==> config.mk <==
export PLATFORM = sky130hd
export DESIGN_NAME = buffered_ring_interface
export DESIGN_NICKNAME = d
export VERILOG_FILES = /design/src/rtl/buffered_ring_interface_pkg.sv /design/src/rtl/sync_fifo.sv /design/src/rtl/buffered_ring_interface.sv
export SDC_FILE = /design/constraint.sdc
export NUM_CORES = 1
export LEC_CHECK = 0
export BUFFER_PORTS_ARGS = -buffer_cell sky130_fd_sc_hd__buf_2
export CORE_MARGIN = 2
export CORE_UTILIZATION = 45
export CTS_BUF_LIST = sky130_fd_sc_hd__clkbuf_8 sky130_fd_sc_hd__clkbuf_16
export DETAILED_ROUTE_END_ITERATION = 10
export PLACE_DENSITY = 0.67
export SLEW_MARGIN = 20
export SYNTH_ARGS = -nofsm -noshare
export SYNTH_HDL_FRONTEND = slang
export SYNTH_SLANG_ARGS = --single-unit
==> constraint.sdc <==
create_clock -name clk -period 2.3 [get_ports clk]
set_input_delay 0.115 -clock clk [delete_from_list [all_inputs] [get_ports clk]]
set_output_delay 0.115 -clock clk [all_outputs]
set_load 0.01 [all_outputs]
==> src/rtl/buffered_ring_interface_pkg.sv <==
// Shared packet-field helpers for ring/bus nodes and leaves.
// Packet layout: [valid | dst | payload], valid in the MSB.
package buffered_ring_interface_pkg;

  // Per-cycle decision for the outgoing bus slot.
  typedef enum logic [1:0] {
    SlotIdle,
    SlotTransit,
    SlotEject,
    SlotDeflect
  } slot_e;

  localparam logic [15:0] DeflectMax = 16'hFFFF;

  // Destination field width; kept at least one bit wide.
  function automatic int unsigned addr_width(int unsigned num_leaves);
    return (num_leaves > 1) ? $clog2(num_leaves) : 1;
  endfunction

  function automatic int unsigned pkt_width(int unsigned num_leaves, int unsigned payload_sz);
    return 1 + addr_width(num_leaves) + payload_sz;
  endfunction

  function automatic int unsigned valid_idx(int unsigned num_leaves, int unsigned payload_sz);
    return pkt_width(num_leaves, payload_sz) - 1;
  endfunction

  function automatic int unsigned dst_hi(int unsigned num_leaves, int unsigned payload_sz);
    return pkt_width(num_leaves, payload_sz) - 2;
  endfunction

  function automatic int unsigned dst_lo(int unsigned payload_sz);
    return payload_sz;
  endfunction

endpackage

==> src/rtl/sync_fifo.sv <==
// Synchronous FIFO with first-word-fall-through read.
// Ports: clk, reset (sync, active-high), push/din, pop/dout, full, empty, count.
// DEPTH must be a power of two (pointers wrap by natural overflow), at least 2.
module sync_fifo #(
  parameter int unsigned WIDTH = 8,
  parameter int unsigned DEPTH = 4
) (
  input  logic                       clk,
  input  logic                       reset,
  input  logic                       push,
  input  logic [WIDTH-1:0]           din,
  input  logic                       pop,
  output logic [WIDTH-1:0]           dout,
  output logic                       full,
  output logic                       empty,
  output logic [$clog2(DEPTH+1)-1:0] count
);

  localparam int unsigned PtrW = $clog2(DEPTH);
  localparam int unsigned CntW = $clog2(DEPTH + 1);

  logic [WIDTH-1:0] mem_q [DEPTH];
  logic [PtrW-1:0]  wr_q, wr_d, rd_q, rd_d;
  logic [CntW-1:0]  cnt_q, cnt_d;
  logic             do_push, do_pop;

  assign full    = (cnt_q == CntW'(DEPTH));
  assign empty   = (cnt_q == '0);
  assign count   = cnt_q;
  assign dout    = mem_q[rd_q];
  assign do_push = push && !full;
  assign do_pop  = pop && !empty;

  always_comb begin
    wr_d  = wr_q;
    rd_d  = rd_q;
    cnt_d = cnt_q;
    if (do_push) wr_d = wr_q + PtrW'(1);
    if (do_pop)  rd_d = rd_q + PtrW'(1);
    unique case ({do_push, do_pop})
      2'b10:   cnt_d = cnt_q + CntW'(1);
      2'b01:   cnt_d = cnt_q - CntW'(1);
      default: cnt_d = cnt_q;
    endcase
  end

  always_ff @(posedge clk) begin
    if (reset) begin
      wr_q  <= '0;
      rd_q  <= '0;
      cnt_q <= '0;
    end else begin
      wr_q  <= wr_d;
      rd_q  <= rd_d;
      cnt_q <= cnt_d;
    end
  end

  // Storage is not reset; a zero count makes old contents unreachable.
  always_ff @(posedge clk) begin
    if (do_push) mem_q[wr_q] <= din;
  end

endmodule

==> src/rtl/buffered_ring_interface.sv <==
// Leaf bus interface with injection (PE -> bus) and ejection (bus -> PE) FIFOs.
// Ports:
//   clk, reset              single clock, synchronous active-high reset
//   bus_i / bus_o           upstream slot in, registered downstream slot out
//   pe_in_data/valid/ready  PE injection handshake
//   pe_out_data/valid/ready PE ejection handshake (FWFT head)
//   deflect_count           saturating count of local packets bounced back onto the bus
module buffered_ring_interface
  import buffered_ring_interface_pkg::*;
#(
  parameter int unsigned num_leaves = 2,
  parameter int unsigned payload_sz = 1,
  parameter int unsigned addr       = 0,
  parameter int unsigned inj_depth  = 4,
  parameter int unsigned ej_depth   = 4,
  parameter int unsigned p_sz       = pkt_width(num_leaves, payload_sz)
) (
  input  logic            clk,
  input  logic            reset,
  input  logic [p_sz-1:0] bus_i,
  output logic [p_sz-1:0] bus_o,
  input  logic [p_sz-1:0] pe_in_data,
  input  logic            pe_in_valid,
  output logic            pe_in_ready,
  output logic [p_sz-1:0] pe_out_data,
  output logic            pe_out_valid,
  input  logic            pe_out_ready,
  output logic [15:0]     deflect_count
);

  localparam int unsigned AddrW    = addr_width(num_leaves);
  localparam int unsigned ValidIdx = valid_idx(num_leaves, payload_sz);
  localparam int unsigned DstHi    = dst_hi(num_leaves, payload_sz);
  localparam int unsigned DstLo    = dst_lo(payload_sz);

  logic [p_sz-1:0] bus_q, bus_d;
  logic [15:0]     deflect_q, deflect_d;
  slot_e           slot_sel;

  logic                              bus_valid, hit;
  logic [AddrW-1:0]                  bus_dst;
  logic                              inj_push, inj_pop, inj_full, inj_empty;
  logic [p_sz-1:0]                   inj_din, inj_dout;
  logic [$clog2(inj_depth+1)-1:0]    inj_count;
  logic                              ej_push, ej_pop, ej_full, ej_empty;
  logic [$clog2(ej_depth+1)-1:0]     ej_count;

  assign bus_valid = bus_i[ValidIdx];
  assign bus_dst   = bus_i[DstHi:DstLo];
  assign hit       = bus_valid && (bus_dst == AddrW'(addr));

  // Injected words always leave as valid packets, whatever the PE put in the MSB.
  assign inj_din     = {1'b1, pe_in_data[p_sz-2:0]};
  assign pe_in_ready = !inj_full;
  assign inj_push    = pe_in_valid && !inj_full;

  assign pe_out_valid = !ej_empty;
  assign ej_pop       = !ej_empty && pe_out_ready;

  assign bus_o         = bus_q;
  assign deflect_count = deflect_q;

  // ej_full is the pre-pop flag, so a hit arriving alongside a pop of a full FIFO deflects.
  always_comb begin
    if (!bus_valid)    slot_sel = SlotIdle;
    else if (!hit)     slot_sel = SlotTransit;
    else if (!ej_full) slot_sel = SlotEject;
    else               slot_sel = SlotDeflect;
  end

  always_comb begin
    bus_d     = '0;
    ej_push   = 1'b0;
    inj_pop   = 1'b0;
    deflect_d = deflect_q;
    unique case (slot_sel)
      SlotTransit: bus_d = bus_i;
      SlotDeflect: begin
        bus_d = bus_i;
        if (deflect_q != DeflectMax) deflect_d = deflect_q + 16'd1;
      end
      SlotEject, SlotIdle: begin
        ej_push = (slot_sel == SlotEject);
        if (!inj_empty) begin
          bus_d   = inj_dout;
          inj_pop = 1'b1;
        end
      end
      default: ;
    endcase
  end

  always_ff @(posedge clk) begin
    if (reset) begin
      bus_q     <= '0;
      deflect_q <= '0;
    end else begin
      bus_q     <= bus_d;
      deflect_q <= deflect_d;
    end
  end

  sync_fifo #(
    .WIDTH (p_sz),
    .DEPTH (inj_depth)
  ) u_inj_fifo (
    .clk   (clk),
    .reset (reset),
    .push  (inj_push),
    .din   (inj_din),
    .pop   (inj_pop),
    .dout  (inj_dout),
    .full  (inj_full),
    .empty (inj_empty),
    .count (inj_count)
  );

  sync_fifo #(
    .WIDTH (p_sz),
    .DEPTH (ej_depth)
  ) u_ej_fifo (
    .clk   (clk),
    .reset (reset),
    .push  (ej_push),
    .din   (bus_i),
    .pop   (ej_pop),
    .dout  (pe_out_data),
    .full  (ej_full),
    .empty (ej_empty),
    .count (ej_count)
  );

  logic unused_sigs;
  assign unused_sigs = ^{pe_in_data[p_sz-1], inj_count, ej_count};

endmodule

# After elaboration in Yosys (flattened, before gate mapping)
# Memories as Yosys holds them, arrays and structs flattened. A register that Yosys moved wholly into a read port is not among the register bits.
# Cells that the tools add are included.
[classes] shift=0 n_reduce_logical=19 div_mod_pow=0 mul=0 eq_ne=10 order_cmp=0 addsub=9 mux=18 bitwise=1
[ops] cell="3-bit one-hot mux with 2 select lines" count=3
[ops] cell="16-bit by 1-bit adder with 16-bit output, second input constant" count=1
[ops] cell="16-bit != test, second input constant" count=1
[ops] cell="2-bit two-way mux" count=6
[ops] cell="2-bit by 1-bit adder with 2-bit output, second input constant" count=4
[ops] cell="2-bit == test, second input constant" count=4
[ops] cell="1-bit two-way mux" count=8
[ops] cell="1-bit logical AND" count=7
[ops] cell="3-bit by 1-bit adder with 3-bit output, second input constant" count=2
[ops] cell="2-bit by 1-bit == test with 1-bit output, second input constant" count=3
[ops] cell="3-bit == test, second input constant" count=2
[ops] cell="3-bit logical NOT" count=2
[ops] cell="3-bit by 1-bit subtractor with 3-bit output, second input constant" count=2
[ops] cell="1-bit logical NOT" count=4
[ops] cell="2-bit nonzero test" count=2
[ops] cell="2-bit OR reduction" count=2
[ops] cell="3-bit two-way mux" count=1
[ops] cell="2-bit logical NOT" count=1
[ops] cell="2-bit AND reduction" count=1
[ops] cell="1-bit inverter" count=1
[word_totals] input_bits=10 n_memories=2 ram_bits=20 wordCells=67 reg_bits=33 latch_bits=0 output_inout_bits=24 rom_bits=0
[mem_list] name="u_ej_fifo.mem_q" depth=4 word_bits=3 read_ports=1 rd_ports_with_merged_regs=1 wr=1 line="sync_fifo.sv:22" source="logic [WIDTH-1:0] mem_q [DEPTH];"
[mem_list] name="u_inj_fifo.mem_q" depth=4 word_bits=2 read_ports=1 rd_ports_with_merged_regs=1 wr=1 line="sync_fifo.sv:22"

# Longest topological paths before layout
# Gate-level depths: netlist of run 1.
[depth] ltp_word=10 mapped_depth=9 ltp_nobuf=9

# By module
# From an unflattened synthesis of run 1, not the netlist that was laid out.
[unflattened] cells_unflattened=265 area_unflattened_um2=2887.8
[modules_own_cells] module="sync_fifo" seq_area_each_um2=540.5 n_inst=2 area_each_um2=913.4 cells_each=69
[modules_own_cells] module="buffered_ring_interface" seq_area_each_um2=380.4 n_inst=1 area_each_um2=1061.0 cells_each=127

# Worst setup path before layout of run 1
# No wires, ideal clock.
[synth_path] path_type="register to register" start="reg u_inj_fifo.cnt_q[0], in the netlist u_inj_fifo.count[0]" end="reg u_inj_fifo.cnt_q[2], in the netlist u_inj_fifo.count[2]" arrival_time_ps=2224 required_time_ps=2230 setup_ps=70 period_less_slack_ps=2294 setup_slack_ps=6 path_stages_with_launch=10 n_path_buf=0 path_cell_list="dfxtp_1 > or3b_1 > and2_1 > inv_1 > ha_1 > inv_1 > fa_1 > xor2_1 > or3_1 > a21oi_1"
[synth_between] elab_chain_cells=6 word_cells_on_any_way=15 cone_classes="add/sub (2); eq/ne (3); mux (3); reduce/logical (7)"
[synth_lines] element="start, declared" line="sync_fifo.sv:24" source="logic [CntW-1:0] cnt_q, cnt_d;"
[synth_lines] element="start signal, assigned" line="sync_fifo.sv:55" source="cnt_q <= cnt_d;"
[synth_lines] element="3-bit == test (*)" line="sync_fifo.sv:27" source="assign full = (cnt_q == CntW'(DEPTH));"
[synth_lines] element="1-bit logical NOT (*)"
[synth_lines] element="net pe_in_ready" line="buffered_ring_interface.sv:24" source="output logic pe_in_ready,"
[synth_lines] element="1-bit logical AND" line="buffered_ring_interface.sv:55" source="assign inj_push = pe_in_valid && !inj_full;"
[synth_lines] element="1-bit logical AND (*)" line="sync_fifo.sv:31" source="assign do_push = push && !full;"
[synth_lines] element="2-bit by 1-bit == test with 1-bit output or 2-bit == test (tied branches)" line="sync_fifo.sv:40" source="unique case ({do_push, do_pop})"
[synth_lines] element="3-bit one-hot mux with 2 select lines or 2-bit nonzero test (tied branches)"
# Mark *: on every way through the listed nets, which the timed path passes. The rest lies on a longest branch.
# A chain may end at the register's enable or synchronous reset.

# Worst setup path in the final report of run 1
[layout_path] start="reg u_inj_fifo.cnt_q[2], in the netlist u_inj_fifo.count[2]" end="reg u_inj_fifo.cnt_q[2], in the netlist u_inj_fifo.count[2]"
[layout_between] elab_chain_cells=6 word_cells_on_any_way=15 cone_classes="add/sub (2); eq/ne (3); mux (3); reduce/logical (7)"
[layout_lines] element="3-bit logical NOT or 3-bit == test (tied branches)" line="sync_fifo.sv:28, sync_fifo.sv:27"
[layout_lines] element="1-bit two-way mux or 1-bit logical NOT (tied branches)" line="buffered_ring_interface.sv:84, sync_fifo.sv:31, buffered_ring_interface.sv:55"
[layout_lines] element="1-bit two-way mux or 1-bit logical AND (tied branches)" line="buffered_ring_interface.sv:76, buffered_ring_interface.sv:55"
[layout_lines] element="1-bit logical AND, on equally long branches" line="sync_fifo.sv:32, sync_fifo.sv:31"
[layout_lines] element="2-bit by 1-bit == test with 1-bit output or 2-bit == test (tied branches)" line="sync_fifo.sv:40"
[layout_lines] element="3-bit one-hot mux with 2 select lines or 2-bit nonzero test (tied branches)"
# Several ways; a longest one is shown, not always the timed one.

==> results of run 1 <==
[stage by stage]
stage | instances | total power [mW] | area, sq um
finish | 364 | 2.96 | 3120
global route | 364 | 3.15 | 3120
CTS | 364 | 2.97 | 3100
detailed placement | 346 | 2.08 | 2890
global placement | 346 | 2.06 | 2890
floorplan | 240 | 1.83 | 2620
[cells in the final DEF, fill, tap and decap left out, drive strengths merged, types with 3 or more instances in the layout]
| cell type | Yosys | routed |
|---|---|---|
| a21oi | 24 | 24 |
| and3 | 9 | 9 |
| buf | 2 | 41 |
| clkbuf | 5 | 10 |
| clkinv | 0 | 3 |
| dfxtp | 37 | 37 |
| edfxtp | 20 | 20 |
| ha | 11 | 11 |
| inv | 15 | 17 |
| mux4 | 5 | 5 |
| nand2 | 11 | 11 |
| nand3 | 6 | 6 |
| nand4 | 6 | 6 |
| nor2 | 16 | 16 |
| nor4 | 3 | 3 |
| o21ai | 10 | 10 |
| o31ai | 8 | 8 |
| or3 | 9 | 9 |
| or3b | 3 | 3 |
| or4 | 9 | 9 |
| xnor2 | 3 | 3 |
| xor2 | 5 | 5 |
[sequential cells by signal, summed over array words and instances (netlist names), named ones only]
name	cells
u_inj_fifo.wr_q	2
deflect_count	16
u_ej_fifo.rd_q	2
u_ej_fifo.mem_q	12
bus_o	3
u_ej_fifo.wr_q	2
u_inj_fifo.mem_q	8
u_inj_fifo.rd_q	2
u_ej_fifo.count	3
u_inj_fifo.count	3
[final timing paths]
| check | end | startpoint | depth (start not counted) | slack [ns] |
|---|---|---|---|---|
| worst min register to register | u_inj_fifo.wr_q[1] | u_inj_fifo.wr_q[1] | 2 | 0.50 |
| worst max register to register | u_inj_fifo.count[2] | u_inj_fifo.count[2] | 9 | 0.11 |
| worst min-delay path | u_ej_fifo.mem_q[2][0] | bus_i[0] | 1 | 0.04 |
| worst max-delay path | u_inj_fifo.count[2] | u_inj_fifo.count[2] | 9 | 0.11 |
[kinds of logic (layout without fill, tap and decap cells)]
family | Yosys count | count (layout) | share of synthesized area
DFF | 57 | 57 | 0.513
muxes | 6 | 6 | 0.0473
and+or+nand+nor | 84 | 84 | 0.191
buffers and inverters | 22 | 74 | 0.0402
AOI/OAI and AO/OA | 50 | 50 | 0.114
xor gates and xnor gates | 8 | 8 | 0.0268
adders and majority gates | 13 | 13 | 0.0679
[layer usage]
layer  share of wire  track usage
met1            0.46        0.203
met2            0.49        0.288
met3           0.031       0.0404
met4           0.021       0.0915
met5               0            0
[final cells by class]
| class | instances | area [sq um] |
|---|---|---|
| Fill cell | 495 | 2460 |
| Sequential cell | 57 | 1340 |
| Multi-Input combinational cell | 161 | 1190 |
| Timing Repair Buffer | 43 | 248 |
| Clock buffer | 10 | 138 |
| Tap cell | 72 | 90.1 |
| Inverter | 15 | 56.3 |
| Clock inverter | 6 | 50.0 |
[power groups by stage]
stage	clock, mW	sequential (mW)	combinational (mW)
after CTS	0.901	1.28	0.787
after global routing	0.948	1.30	0.906
final	0.875	1.28	0.805
after floorplan	0	1.31	0.518
after global placement	0	1.29	0.769
after detailed placement	0	1.30	0.778
[timing repair]
item	4_1_cts	5_1_grt
setup buffers	0	0
hold buffers	2	0
hold endpoints to repair	8	0
resized for setup	0	5
setup endpoints to repair	0	2
[synthesized netlist by cell type, drive strengths merged, types with 2 or more instances]
master,count,share of area
o31a,2,0.0072
inv,15,0.022
ha,11,0.053
dfxtp,37,0.28
mux4,5,0.043
nand3,6,0.011
nand4,6,0.014
and4,2,0.0067
or3,9,0.022
and3,9,0.023
nor2b,2,0.0048
edfxtp,20,0.23
xnor2,3,0.010
o21ai,10,0.019
xor2,5,0.017
nor3,2,0.0038
nor2,16,0.023
clkbuf,5,0.015
buf,2,0.0038
or3b,3,0.011
nand2,11,0.016
nor4,3,0.0072
or4,9,0.027
a21oi,24,0.046
o31ai,8,0.023
fa,2,0.015
==> key figures, run 1 <==
Status
  • Outcome: complete, no violations

Pwr
  • Sw Share: 0.289
  • Logic pwr share: 0.272
  • Sw power: 856 uW
  • Clock power frac: 0.295
  • Leakage power: between 1 and 1.5 nW
  • Reg power frac: 0.433
  • Worst vdd ir: between 0.5 and 0.6 mV
  • Internal power: roughly 2.1 mW
  • PwrDens: 950 nW/um^2

Yosys
  • EDFF count, synth: 20
  • Sequential-to-total area share from yosys stat: 0.513
  • Top FF cell, synth: dfxtp_1
  • Synth cell types: 46
  • #FFs+latches synth: 57
  • Syn Nets: ~260
  • Syn Area/Cell: 10.9 sq um
  • Synth Warn #: 0
  • Asr flop ratio synth: 0
  • Area of the mapped netlist: around 2600 sq um
  • Post-Syn Instances: 240

Critical path
  • CP Launch Type: register
  • Kind of cell adding the most delay to the critical path: simple AND/OR/NAND/NOR gates
  • CP Data Required Time: around 2.6 ns
  • CP Capture Type: register
  • Worst-path cell chain: or3b_4 -> and2_1 -> inv_1 -> ha_2 -> inv_1 -> fa_2 -> xor2_1 -> or3_1 -> a21oi_2
  • Arr. time, crit path: 2.45 ns
  • Crit Path Class: reg -> reg
  • Crit path buffers/inverters: 2
  • Most frequent CP cell: inv_1
  • Critical Path Max Stage Delay: 0.38 ns
  • CP max-delay cell: or3b_4
  • Crit-path max FO: 2

Layout
  • Final core area utilization: 0.559
  • Area Overhead vs Synth: 19.1%
  • Ant. Diodes: 0
  • Layout cell share with drive strength beyond 1: 0.264
  • Post-layout nets: between 300 and 400

STA
  • Hold Slack: 0.0436 ns
  • Fin. Hold Viols: 0
  • Final worst slack: 0.110 ns
  • Worst slew margin: 0.554
  • Clock Skews: 0.00440 ns
  • Final worst-path cycle share: 0.952
  • Max Slew Vio Count: 0
  • RSZ-0062 raised after global routing: false
  • Min cycle time layout: 2.19 ns
  • Setup tns final: 0 ns
  • Slew @ Worst Pin: 0.668 ns
  • Setup-failing EPs final: 0
  • Max Clk Rate: 0.457 GHz

CTS
  • Clock H-tree levels: 3
  • Num CTS Buffers: 9
  • CTS tree: yes
  • Clock Latency Late Sink: 0.33 ns
  • Clk root buf: clkbuf_8
  • Clock Path Buffers: 2
  • Clock transition at path regs: ~0.06 ns
  • # clock sinks: 57

Floorplan
  • IO Pins: 34
  • Row Count: 27
  • Die height: 80.3 um
  • Starting density of the core: 0.469
  • Die footprint: about 6400 sq um
  • Core Region: 5570 sq um
  • DIE WIDTH: 80.3 um

Min path
  • Hold WC Path Type: in -> reg

Detailed routing
  • Vias: between 1,500 and 2,000
  • Starting DRT DRC Count: 90
  • First-pass DRT Iterations: 4
  • Via-to-Cell Ratio: 5.43
  • Wire per inst: about 14 um
  • Final ANT Viol Nets: 0
  • DRC: 0
  • Routed Wire Length: ~5000 um

Place
  • Worst slack, placed: 0.0956 ns
  • Hpwl dp: 3520 um
  • Routability cong.: 0.794
  • PortBufs: 32

Global route
  • Pin count of the biggest net entering global routing: 38
  • First-pass GRT wire length: 8420 um
  • GR Overflow Total: 0
  • Gr usage total: 0.172
  • Vias in the first global route: about 1,900
  • Initial antenna violation count: 0

Flow run
  • MaxCap Viol Count: 0
Power figures use the tool's default switching activity.
==> run 2, diff against run 1 <==
--- a/config.mk
+++ b/config.mk
@@ -6,6 +6,7 @@
 export NUM_CORES = 1
 export LEC_CHECK = 0
 export BUFFER_PORTS_ARGS = -buffer_cell sky130_fd_sc_hd__buf_2
+export CORE_ASPECT_RATIO = 0.75
 export CORE_MARGIN = 2
 export CORE_UTILIZATION = 45
 export CTS_BUF_LIST = sky130_fd_sc_hd__clkbuf_8 sky130_fd_sc_hd__clkbuf_16
==> run 2 against run 1 <==
Cell count is 2.5% higher. Routed wire length rose by 1.8%. Power increased by 0.95%. Critical endpoint unchanged.
==> key figures, run 2 (synthesis results as in run 1) <==
Status
  • Outcome: complete, no violations

Critical path
  • Crit Path Class: reg -> reg
  • CP endpoint: u_inj_fifo.count[2]
  • Critical Path Max Stage Delay: about 0.39 ns
  • CP Data Required Time: 2.57 ns
  • CP Launch Type: register
  • CP max-delay cell: or3b_4
  • Arr. time, crit path: between 2 and 2.5 ns
  • R2R depth: 9
  • Worst r2r dst: u_inj_fifo.count[2]
  • Worst setup path startpoint: u_inj_fifo.count[2]
  • R2R Setup Slk: ~0.075 ns
  • Worst-path cell chain: or3b_4 -> and2_4 -> inv_2 -> ha_2 -> inv_1 -> fa_1 -> xor2_1 -> or3_1 -> a21oi_2
  • CP Capture Type: register
  • Crit-path max FO: 4
  • Worst r2r src: u_inj_fifo.count[2]

Layout
  • Final core area utilization: 0.551
  • Ant. Diodes: 0
  • Layout cell share with drive strength beyond 1: 0.288
  • Area Overhead vs Synth: 20.1%
  • Non-filler cells, final: approximately 370
  • Most common cell after layout, fill and taps aside: dfxtp_1
  • Post-layout nets: roughly 310
  • Most frequent cells in the layout: 36 x dfxtp_1, 32 x buf_2, 23 x a21oi_1, 20 x edfxtp_1, 16 x nor2_1
  • Max FFs per register: 16

Pwr
  • Leakage power: 1.19 nW
  • PwrDens: approximately 950 nW/um^2
  • Worst vdd ir: 0.505 mV

Floorplan
  • Die height: roughly 70 um
  • DIE WIDTH: 92.0 um
  • Die footprint: 6450 sq um
  • Starting density of the core: 0.459
  • Row Count: 24
  • Core Region: 5710 sq um
  • IO Pins: 34

STA
  • Final worst-path cycle share: 0.967
  • Min cycle time layout: between 2 and 2.5 ns
  • Max Clk Rate: 0.449 GHz
  • Setup-failing EPs final: 0
  • Slew @ Worst Pin: roughly 0.51 ns
  • Worst slew margin: 0.656
  • Clock Skews: 0.00992 ns
  • Max Slew Vio Count: 0
  • Setup tns final: 0 ns
  • Fin. Hold Viols: 0

Detailed routing
  • First-pass DRT Iterations: 5
  • Via-to-Cell Ratio: 5.30
  • Routed Wire Length: 5060 um
  • Starting DRT DRC Count: 102
  • DRC: 0
  • Vias: 1,976
  • Final ANT Viol Nets: 0
  • Wire per inst: 13.6 um

Global route
  • M1 GR Usage: 0.245
  • GR Overflow Total: 0
  • GR Util met3: 0.0593
  • GRT busiest layer: met2
  • First-pass GRT wire length: ~8800 um
  • Pin count of the biggest net entering global routing: 25
  • Vias in the first global route: 1,831
  • Met2 usage: 0.248
  • Initial antenna violation count: 0
  • Gr usage total: 0.176

Place
  • PortBufs: 32
  • DP Cell Count: 354
  • Routability cong.: a little under 0.8
  • Hpwl dp: 3610 um

Flow run
  • MaxCap Viol Count: 0

CTS
  • Clock H-tree levels: 3
  • Clock Path Buffers: 2
  • Num CTS Buffers: 9
  • # clock sinks: 57
  • Clk root buf: clkbuf_8
  • Clock Latency Late Sink: 0.34 ns
  • Clock transition at path regs: 0.06 ns
  • CTS tree: yes

Min path
  • Hold WC Path Type: in -> reg
-- run 2: cell types whose count changed in the layout (fill, tap and decap cells not counted), moves of 2 or more --
cell,delta
buf_4,+3
clkinv_1,-2
clkinv_2,+2
clkinvlp_4,+2
inv_1,-2
-- run 2: final cells by class --
| class | count | area [sq um] |
|---|---|---|
| sequential | 57 | 1340 |
| multi-input combinational | 161 | 1190 |
| clock buffer | 9 | 124 |
| tap | 78 | 97.6 |
| clock inverter | 7 | 63.8 |
| inverter | 15 | 56.3 |
| fill | 517 | 2560 |
| timing repair buffer | 46 | 270 |
-- run 2: report_power, final --
part | leakage [nW] | total, mW | internal (mW) | switching [mW]
Combinational | 0.613 | 0.829 | 0.421 | 0.408
Clock | 0.0962 | 0.878 | 0.489 | 0.389
Sequential | 0.484 | 1.28 | 1.19 | 0.0930
-- run 2: metrics by stage --
| stage | setup WS, ns | power (mW) | hold WS (ns) | instance area [sq um] |
|---|---|---|---|---|
| 6_report | 0.0750 | 2.99 | 0.0243 | 3140 |
| 4_1_cts | 0.0202 | 2.98 | 0.0108 | 3120 |
| 5_1_grt | -0.0180 | 3.20 | 0.0102 | 3140 |
| 3_5_place_dp | 0.0454 | 2.09 | 0.342 | 2910 |
| 3_3_place_gp | 0.0909 | 2.07 | 0.341 | 2910 |
| 2_1_floorplan | 0.00588 | 1.83 | 0.214 | 2620 |
-- run 2: layer usage --
metal / vias up / share of wire
met3: 10 / 0.055
met5: - / 0
met4: 0 / 0.014
met1: 924 / 0.49
li1: 1001 / -
met2: 41 / 0.44
-- run 2: how the worst min path moves through the flow --
stage,endpoint,depth (start not counted),start,slack [ns]
2_1_floorplan,u_ej_fifo.mem_q[0][0],0,bus_i[0],0.21
3_3_place_gp,u_inj_fifo.mem_q[2][0],1,pe_in_data[0],0.34
3_5_place_dp,u_inj_fifo.mem_q[3][1],1,pe_in_data[1],0.34
4_1_cts,u_ej_fifo.mem_q[1][0],1,bus_i[0],0.01
5_1_grt,u_ej_fifo.mem_q[3][0],1,bus_i[0],0.01
6_report,u_ej_fifo.mem_q[2][0],1,bus_i[0],0.02
-- run 2: critical path, delay by kind of cell, from the launching register on --
| family | cells | cell delay [ns] |
|---|---|---|
| adder cells (fa/ha/maj) | 2 | 0.55 |
| flip-flops | 1 | 0.35 |
| AO/OA/AOI/OAI | 1 | 0.12 |
| XOR/XNOR | 1 | 0.16 |
| AND/OR/NAND/NOR | 3 | 0.89 |
| buffers and inverters | 2 | 0.11 |
-- run 2: timing repair --
| item | 4_1_cts | 5_1_grt |
|---|---|---|
| hold buffers | 2 | 0 |
| resized for setup | 1 | 5 |
| gates cloned | 0 | 0 |
| pin swaps | 0 | 1 |
| setup buffers | 0 | 1 |
| endpoints found under the setup margin | 1 | 1 |
| endpoints found under the hold margin | 8 | 0 |
==> run 3, diff against run 2 <==
--- a/config.mk
+++ b/config.mk
@@ -15,4 +15,5 @@
 export SLEW_MARGIN = 20
 export SYNTH_ARGS = -nofsm -noshare
 export SYNTH_HDL_FRONTEND = slang
+export SYNTH_HIERARCHICAL = 1
 export SYNTH_SLANG_ARGS = --single-unit
==> run 3 against run 2 <==
Synthesized area increased by 10%. Largest power group unchanged. Worst setup slack got worse by 0.040 ns. Critical path depth increased by 3. Sequential share of layout area decreased by 1.4 points. Power decreased by 5.0%. Sequential cell count increased by 4. Count of clock-buffer cells in the layout increased by 1. Clock power increased by 8.3%. Maximum frequency decreased by 1.7%.
==> key figures, run 3 <==
Yosys
  • Syn Area/Cell: roughly 11 sq um
  • Synth area leaders: dfxtp_1 26%, edfxtp_1 25%, ha_1 4.8%
  • Most frequent cells after synthesis: 37 x dfxtp_1, 25 x nor2_1, 24 x edfxtp_1, 22 x inv_1, 18 x a21oi_1
  • EDFF count, synth: 24
  • #FFs+latches synth: 61
  • Most frequent cell after synthesis: dfxtp_1
  • Synth top area share: 0.256
  • Sequential-to-total area share from yosys stat: 0.506
  • Area of the mapped netlist: 2890 sq um
  • Cell taking the most area after synthesis: dfxtp_1
  • Synth Warn #: 6
  • Post-Syn Instances: 265
  • Synth cell types: 47
  • Top FF cell, synth: dfxtp_1
  • Asr flop ratio synth: 0

Critical path
  • Crit path buffers/inverters: 2
  • Arr. time, crit path: roughly 2.5 ns
  • Crit-path max FO: 2
  • CP Capture Type: register
  • Critical Path Max Stage Delay: approximately 0.33 ns
  • R2R Setup Slk: about 0.035 ns
  • Worst r2r dst: u_inj_fifo/count[2]
  • CP Launch Type: register
  • Crit path depth: 12
  • R2R depth: 12
  • Worst-path cell chain: nor3b_4 -> nor3b_2 -> nor2b_1 -> nor2_1 -> o31ai_2 -> inv_1 -> ha_2 -> inv_1 -> fa_2 -> xor2_1 -> or3_1 -> a21oi_1
  • Crit Path Class: reg -> reg
  • CP max-delay cell: fa_2
  • Kind of cell adding the most delay to the critical path: simple AND/OR/NAND/NOR gates
  • Most frequent CP cell: inv_1
  • Worst setup path startpoint: u_ej_fifo/count[2]
  • CP endpoint: u_inj_fifo/count[2]
  • Worst r2r src: u_ej_fifo/count[2]
  • CP Data Required Time: ~2.6 ns

STA
  • Hold Slack: 0.0324 ns
  • Fin. Hold Viols: 0
  • Max Clk Rate: 0.442 GHz
  • RSZ-0062 raised after global routing: true
  • Setup-failing EPs final: 0
  • Final worst-path cycle share: 0.985
  • Min cycle time layout: about 2.3 ns
  • Slew @ Worst Pin: 0.520 ns
  • Max Slew Vio Count: 0
  • Clock Skews: 0.00739 ns
  • Worst slew margin: 0.653

Flow run
  • MaxCap Viol Count: 0

Place
  • Routability cong.: 0.771
  • PortBufs: 32
  • DP Cell Count: 385
  • Hpwl dp: 4110 um

Layout
  • Number of fill cells: 551
  • Post-layout nets: 350
  • Most common cell after layout, fill and taps aside: dfxtp_1
  • Final core area utilization: 0.567
  • Layout cell share with drive strength beyond 1: 0.295
  • Area Overhead vs Synth: 22.8%
  • Register area: 1460 sq um
  • Most frequent cells in the layout: 35 x dfxtp_1, 32 x buf_2, 25 x nor2_1, 24 x edfxtp_1, 22 x inv_1
  • Area of the multi-input gates: 1370 sq um
  • Max FFs per register: 16
  • Non-filler cells, final: between 400 and 500
  • Ant. Diodes: 0

Detailed routing
  • Routed Wire Length: 5780 um
  • Starting DRT DRC Count: 85
  • Final ANT Viol Nets: 0
  • Via-to-Cell Ratio: roughly 5.2
  • First-pass DRT Iterations: 4
  • Wire per inst: 14.0 um
  • Vias: 2,141
  • DRC: 0

Pwr
  • Leakage power: 1.45 nW
  • Worst vdd ir: around 0.54 mV
  • PwrDens: 801 nW/um^2

Global route
  • Gr usage total: 0.173
  • First-pass GRT wire length: 9030 um
  • Pin count of the biggest net entering global routing: 26
  • Vias in the first global route: 1,959
  • Initial antenna violation count: 0
  • GR Overflow Total: 0

Floorplan
  • IO Pins: 34
  • Row Count: 25
  • Starting density of the core: 0.462
  • Die height: 73.4 um
  • DIE WIDTH: between 90 and 100 um
  • Die footprint: 7080 sq um
  • Core Region: 6260 sq um

Min path
  • Hold WC Path Type: in -> reg

CTS
  • Clock H-tree levels: 3
  • Clock Path Buffers: 2
  • Clock transition at path regs: 0.07 ns
  • Clock Latency Late Sink: 0.34 ns
  • Clk root buf: clkbuf_8
  • # clock sinks: 61
  • CTS tree: yes
  • Num CTS Buffers: 9

Status
  • Outcome: complete, no violations
run 3: kinds of logic after synthesis:
logic type	Yosys count	synth area share
compound gates	44	0.0949
fa+ha+maj	13	0.0615
buf+inv	28	0.0373
other cells	1	0.00130
simple gates	103	0.223
flops	61	0.506
xor+xnor	6	0.0182
mux	9	0.0576
run 3: where the power goes:
| group | internal [mW] | switching, mW | total [mW] |
|---|---|---|---|
| combinational | 0.315 | 0.283 | 0.598 |
| clock | 0.525 | 0.426 | 0.951 |
| sequential | 1.22 | 0.0759 | 1.29 |
| total | 2.06 | 0.785 | 2.84 |
run 3: metrics by stage:
step           setup TNS (ns)  setup WS [ns]  power (mW)  area [sq um]
6_report                    0         0.0355        2.84          3550
5_1_grt                -0.261         -0.104        3.01          3550
4_1_cts                     0        0.00562        2.85          3520
3_5_place_dp          -0.0156        -0.0156        1.77          3220
3_3_place_gp                0         0.0511        1.75          3220
2_1_floorplan               0         0.0237        1.63          2910
run 3: layout make-up:
| class | instances | area share |
|---|---|---|
| sequential | 61 | 0.413 |
| multi-input combinational | 179 | 0.386 |
| timing repair buffer | 54 | 0.0932 |
| clock buffer | 10 | 0.0388 |
| tap | 81 | 0.0286 |
| inverter | 22 | 0.0233 |
| clock inverter | 6 | 0.0176 |
run 3: metal layers:
metal / track usage / part of all wire
met5: 0 / 0
met2: 0.261 / 0.46
met3: 0.0677 / 0.041
met4: 0.0516 / 0.0092
met1: 0.233 / 0.49
run 3: how the worst min path moves through the flow:
stage                        startpoint                endpoint  slack (ns)  depth (start not counted)
final                          bus_i[0]   u_ej_fifo/mem_q[0][0]        0.03                          1
after global routing           bus_i[0]   u_ej_fifo/mem_q[0][0]       0.006                          1
after CTS                      bus_i[0]   u_ej_fifo/mem_q[0][0]       0.007                          1
after detailed placement  pe_in_data[0]  u_inj_fifo/mem_q[2][0]        0.34                          1
after global placement    pe_in_data[1]  u_inj_fifo/mem_q[2][1]        0.33                          1
after floorplan                bus_i[0]   u_ej_fifo/mem_q[0][0]        0.21                          0
run 3: timing repair:
action                                  4_1_cts  5_1_grt
setup buffers                                 9        1
resized for setup                             2        6
endpoints found under the setup margin        1        5
hold endpoints to repair                      8        0
pin swaps                                     3        4
hold buffers                                  2        0
